`src/rtl/hci_ecc_err_logger.sv`:
```
`default_nettype none
// ============================================================================
// Module      : hci_ecc_err_logger
// Description : Counts corrected/uncorrectable ECC errors on granted requests,
//               raises a level interrupt, optionally logs the first bad address
//               (macro HCI_ECC_ERR_ADDR_LOG_EN).
// Revision    : 1.0 - initial release
// ============================================================================
module hci_ecc_err_logger #(
    parameter int N_CHUNK    = 1,
    parameter int AW         = 32,
    parameter int CNT_W      = 16,
    parameter int SINGLE_THR = 8
) (
    input  logic               clk_i,
    input  logic               rst_i,
    input  logic               req_i,
    input  logic               gnt_i,
    input  logic [AW-1:0]      add_i,
    input  logic [N_CHUNK-1:0] data_single_err_i,
    input  logic [N_CHUNK-1:0] data_multi_err_i,
    input  logic               meta_single_err_i,
    input  logic               meta_multi_err_i,
    input  logic               clear_i,
    input  logic               irq_ack_i,
    output logic [CNT_W-1:0]   single_cnt_o,
    output logic [CNT_W-1:0]   multi_cnt_o,
    output logic               sat_o,
    output logic               irq_o,
    output logic [AW-1:0]      err_add_o,
    output logic               err_add_valid_o
);

    localparam int               c_inc_w   = $clog2(N_CHUNK + 2);
    localparam logic [CNT_W:0]   c_cnt_max = {1'b0, {CNT_W{1'b1}}};
    localparam logic [CNT_W:0]   c_thr     = (CNT_W + 1)'(SINGLE_THR);

    typedef enum logic [0:0] {
        ST_IDLE = 1'b0,
        ST_PEND = 1'b1
    } irq_state_t;

    logic                w_hs;
    logic [c_inc_w-1:0]  w_inc_s;
    logic [c_inc_w-1:0]  w_inc_m;
    logic [CNT_W:0]      w_sum_s;
    logic [CNT_W:0]      w_sum_m;
    logic [CNT_W-1:0]    w_next_s;
    logic [CNT_W-1:0]    w_next_m;
    logic                w_cross;
    logic                w_trigger;
    logic [CNT_W-1:0]    r_single_cnt;
    logic [CNT_W-1:0]    r_multi_cnt;
    logic                r_sat;
    irq_state_t          r_state;
    irq_state_t          w_state_next;

    assign w_hs = req_i & gnt_i;

    always_comb begin
        w_inc_s = {{(c_inc_w-1){1'b0}}, meta_single_err_i};
        w_inc_m = {{(c_inc_w-1){1'b0}}, meta_multi_err_i};
        for (int i = 0; i < N_CHUNK; i++) begin
            w_inc_s = w_inc_s + c_inc_w'(data_single_err_i[i]);
            w_inc_m = w_inc_m + c_inc_w'(data_multi_err_i[i]);
        end
    end

    // One spare bit keeps the sum from wrapping before the saturation clamp.
    assign w_sum_s  = {1'b0, r_single_cnt} + (CNT_W + 1)'(w_inc_s);
    assign w_sum_m  = {1'b0, r_multi_cnt}  + (CNT_W + 1)'(w_inc_m);
    assign w_next_s = !w_hs ? r_single_cnt :
                      (w_sum_s > c_cnt_max) ? c_cnt_max[CNT_W-1:0] : w_sum_s[CNT_W-1:0];
    assign w_next_m = !w_hs ? r_multi_cnt :
                      (w_sum_m > c_cnt_max) ? c_cnt_max[CNT_W-1:0] : w_sum_m[CNT_W-1:0];

    assign w_cross   = ({1'b0, r_single_cnt} < c_thr) && ({1'b0, w_next_s} >= c_thr);
    assign w_trigger = (w_hs && (w_inc_m != '0)) || w_cross;

    always_ff @(posedge clk_i or posedge rst_i) begin
        if (rst_i) begin
            r_single_cnt <= '0;
            r_multi_cnt  <= '0;
            r_sat        <= 1'b0;
            r_state      <= ST_IDLE;
        end else begin
            if (clear_i) begin
                r_single_cnt <= '0;
                r_multi_cnt  <= '0;
                r_sat        <= 1'b0;
            end else begin
                r_single_cnt <= w_next_s;
                r_multi_cnt  <= w_next_m;
                r_sat        <= r_sat || (w_next_s == c_cnt_max[CNT_W-1:0])
                                      || (w_next_m == c_cnt_max[CNT_W-1:0]);
            end
            r_state <= w_state_next;
        end
    end

    always_comb begin
        w_state_next = r_state;
        case (r_state)
            ST_IDLE: if (w_trigger)               w_state_next = ST_PEND;
            ST_PEND: if (irq_ack_i && !w_trigger) w_state_next = ST_IDLE;
            default:                              w_state_next = ST_IDLE;
        endcase
        if (clear_i) w_state_next = ST_IDLE;
    end

    assign single_cnt_o = r_single_cnt;
    assign multi_cnt_o  = r_multi_cnt;
    assign sat_o        = r_sat;
    assign irq_o        = (r_state == ST_PEND);

`ifdef HCI_ECC_ERR_ADDR_LOG_EN
    logic [AW-1:0] r_err_add;
    logic          r_err_add_valid;

    // Only the first uncorrectable error is kept until software clears it.
    always_ff @(posedge clk_i or posedge rst_i) begin
        if (rst_i) begin
            r_err_add       <= '0;
            r_err_add_valid <= 1'b0;
        end else if (clear_i) begin
            r_err_add       <= '0;
            r_err_add_valid <= 1'b0;
        end else if (w_hs && (w_inc_m != '0) && !r_err_add_valid) begin
            r_err_add       <= add_i;
            r_err_add_valid <= 1'b1;
        end
    end

    assign err_add_o       = r_err_add;
    assign err_add_valid_o = r_err_add_valid;
`else
    logic w_unused_add;
    assign w_unused_add    = ^add_i;
    assign err_add_o       = '0;
    assign err_add_valid_o = 1'b0;
`endif

endmodule
`default_nettype wire
```
`config.mk`:
```
export PLATFORM = sky130hd
export DESIGN_NAME = hci_ecc_err_logger
export DESIGN_NICKNAME = d
export VERILOG_FILES = /design/src/rtl/hci_ecc_err_logger.sv
export SDC_FILE = /design/constraint.sdc
export NUM_CORES = 1
export LEC_CHECK = 0
export BUFFER_PORTS_ARGS = -buffer_cell sky130_fd_sc_hd__buf_2
export CAP_MARGIN = 20
export CORE_UTILIZATION = 50
export CTS_BUF_LIST = sky130_fd_sc_hd__clkbuf_4
export DETAILED_ROUTE_END_ITERATION = 8
export GPL_ROUTABILITY_DRIVEN = 0
export PLACE_DENSITY = 0.9
export SLEW_MARGIN = 20
export SYNTH_ARGS = -nofsm -noshare
export SYNTH_HDL_FRONTEND = slang
export SYNTH_SLANG_ARGS = --single-unit
```
`constraint.sdc`:
```
create_clock -name clk_i -period 2.6 [get_ports clk_i]
set_input_delay 0.13 -clock clk_i [delete_from_list [all_inputs] [get_ports clk_i]]
set_output_delay 0.13 -clock clk_i [all_outputs]
set_load 0.01 [all_outputs]
```
==> impl_metrics.yaml <==
synth:
  post-synth-top-area-cell: "dfrtp_1"
  synth_top_area_share_pct: 32.37
  synth_edf_count: 0
  synthSimpleGateAreaFrac_pct: 28.51
  synth.distinct_cells: 56
  synthCells: 306
  synth_async_sr_flop_share_pct: 100.0
  synth_mux_area_share_pct: 1.523
  synth.avg_cell_area_sq_um: 8.591
  ys.flop_type: "dfrtp_1"
  synth_fa_ha_area_share_pct: 3.903
  synth_area_leaders: "dfrtp_1 (32%), buf_4 (10%), a21oi_1 (5.3%), nor2_1 (3.6%), nand4_1 (2.9%)"
  synth-compound-area-share_pct: 15.09
  ys_warn_count: 0
  synth_top_family_by_area: "simple AND/OR/NAND/NOR gates"
  synth-xor-area-share_pct: 4.998
  synth_area_sq_um: 2629
  synth_seq_area_share_pct: 32.37
  ys_seq_elements: 34
route:
  vias: 2434
  drcViolationCount: 0
  final_antenna_net_count: 0
  first_pass_iters: 5
  drt_iter0_markers: 266
  routed_via_density: 5.837
  wl_per_cell_microns: 15.20
  drt_wl_total_microns: 6339
cells_and_area:
  fillers: 478
  layout_commonest_cell: "buf_2"
  layout.nets: 395
  final_cell_mix: "buf_2 (43), dfrtp_1 (34), conb_1 (33)"
  area_growth_pct: 8.139
  stdcell_count: 417
  antenna_cells: 0
  drive_gt1_share_pct: 19.31
  multi_input_area_sq_um: 1550
  seq_area_sq_um: 850.8
worst_hold_path:
  min_to: "irq_o"
  min_delay_path_depth: 4
  min_path_type: "input pin to flip-flop"
  hold_start: "irq_ack_i"
clock_tree:
  clk_path_buf_depth: 2
  root_buffer: "clkbuf_4"
  path_clk_slew_ns: 0.12
  htree_num_levels: 2
  clkSinkCount: 34
  cts_made_buffers: 5
  clock_latency_ns: 0.36
  cts_setup_buffers: 0
  cts_tree: "done"
flow_run:
  cap_violations: 0
global_route:
  grt_max_degree: 37
  grt_antenna_before_repair: 0
  grt_pass1_vias: 2115
  grt_pass1_wl_microns: 10210
  grt_usage_pct: 24.20
  grt-ovfl-total: 0
timing:
  setup_ws_ns: 0.1452
  tightest_slew_ns: 0.6843
  slew_headroom_pct: 54.38
  finalSetupViolCount: 0
  period_share_pct: 94.42
  max_freq_mhz: 407.4
  period_minus_slack_ns: 2.455
  finalClockSkew_ns: 0.01647
  hold_viol: 0
  slew_viol_final: 0
floorplan:
  start_util_pct: 51.80
  rows: 26
  die_w_microns: 74.51
  dieArea_sq_um: 5552
  core_area_sq_um: 5075
  die_y_microns: 74.51
  io_pins: 109
worst_setup_path:
  path_class: "flip-flop to flip-flop"
  required_ns: 2.88
  path_max_fanout: 5
  worst_setup_path_start_kind: "flip-flop"
  reg2reg_to: "sat_o"
  critical_path_arrival_ns: 2.73
  r2r_slack_ns: 0.15
  worstReg2RegStart: "single_cnt_o[0]"
  worst_r2r_path_depth: 8
  endpoint_kind: "flip-flop"
power_and_ir_drop:
  finalPower_w: 0.0009458
  p_leak_nw: 1.259
  vdd_ir_drop_max_uv: 198.8
  powerDensity_nw_per_um2: 332.7
outcome:
  status: "complete, no violations"
place:
  dpl.cell_count: 408
  place_hpwl_microns: 4589
  port_buffers: 43
  preCtsSetupSlack_ns: 0.1031
==> flip-flops by register name, indices dropped and copies added (netlist names) <==
name / count
irq_o: 1
multi_cnt_o: 16
sat_o: 1
single_cnt_o: 16
==> final cells by class <==
class | instances | share of cell area, %
clock inverters | 3 | 0.5722
inverters | 10 | 1.320
repair buffers | 49 | 9.243
well taps | 70 | 3.081
multi-input cells | 246 | 54.53
flip-flops and latches | 34 | 29.93
clock buffers | 5 | 1.320
==> per-layer routing <==
metal	GRT usage, %	vias up	routed length, microns
li1	-	1128	-
met1	30.85	1197	2671
met2	41.74	99	3208
met3	5.556	10	397
met4	5.451	0	63
met5	0	-	0
==> logic make-up (layout without fill, tap and decap cells) <==
family,count (synthesis),in the layout
AOI/OAI and AO/OA,62,62
xor gates and xnor gates,15,15
adders and majority gates,7,7
buffers and inverters,58,67
DFF,34,34
muxes,4,4
other,1,33
and+or+nand+nor,125,125
==> stage by stage <==
step                      cell area, sq um  utilization (%)     TNS, ns  hold slack [ns]
after floorplan                       2749                -           0           0.2716
after global placement                2773            54.64           0           0.2505
after detailed placement              2773            54.64           0           0.2544
after CTS                             2836            55.89           0           0.1323
after global routing                  2843            56.02  -0.0002902           0.1341
final                                 2843            56.02           0           0.1460
==> worst max path at each step <==
stage                       end        startpoint  depth (start not counted)
after floorplan           sat_o   single_cnt_o[0]                          8
after global placement    sat_o   single_cnt_o[0]                          8
after detailed placement  sat_o  data_multi_err_i                         11
after CTS                 sat_o   single_cnt_o[0]                          8
after global routing      sat_o   single_cnt_o[0]                          8
final                     sat_o   single_cnt_o[0]                          8
==> synth_stat cells (all sizes together) (2+ instances only) <==
library cell,number
buf,39
dfrtp,34
a21oi,28
nor2,25
nand2,18
nand4,15
nor4,15
nand3,11
inv,10
nor3,10
clkbuf,9
xor2,8
a211oi,7
xnor2,7
o21ai,6
and2,5
ha,5
nand2b,5
and3,4
and4,4
mux2i,4
o22ai,3
a21boi,2
a41o,2
fa,2
nand3b,2
o2111ai,2
o31a,2
or3,2
or3b,2
==> where the power goes <==
| part | internal, W | switching (W) | leakage, nW | total, W |
|---|---|---|---|---|
| clock network | 0.000100 | 0.000196 | 0.0286 | 0.000296 |
| registers | 0.000534 | 0.00000707 | 0.472 | 0.000541 |
| logic | 0.0000308 | 0.0000776 | 0.758 | 0.000108 |
| total | 0.000665 | 0.000280 | 1.26 | 0.000946 |
==> worst max-delay path, cell delays in order, from the launching register on <==
cell	delay, ns
dfrtp_1	0.42
fa_1	0.43
ha_1	0.25
or3b_1	0.38
o22ai_1	0.15
a22oi_1	0.11
o41ai_1	0.37
nand4_1	0.18
o211ai_2	0.09
==> timing repair <==
action / in CTS / in global routing
hold buffers: 1 / 0
endpoints found under the setup margin: 0 / 1
gates resized for setup: 0 / 1
endpoints found under the hold margin: 34 / 0
No activity file was read; power rests on OpenSTA's default activity.
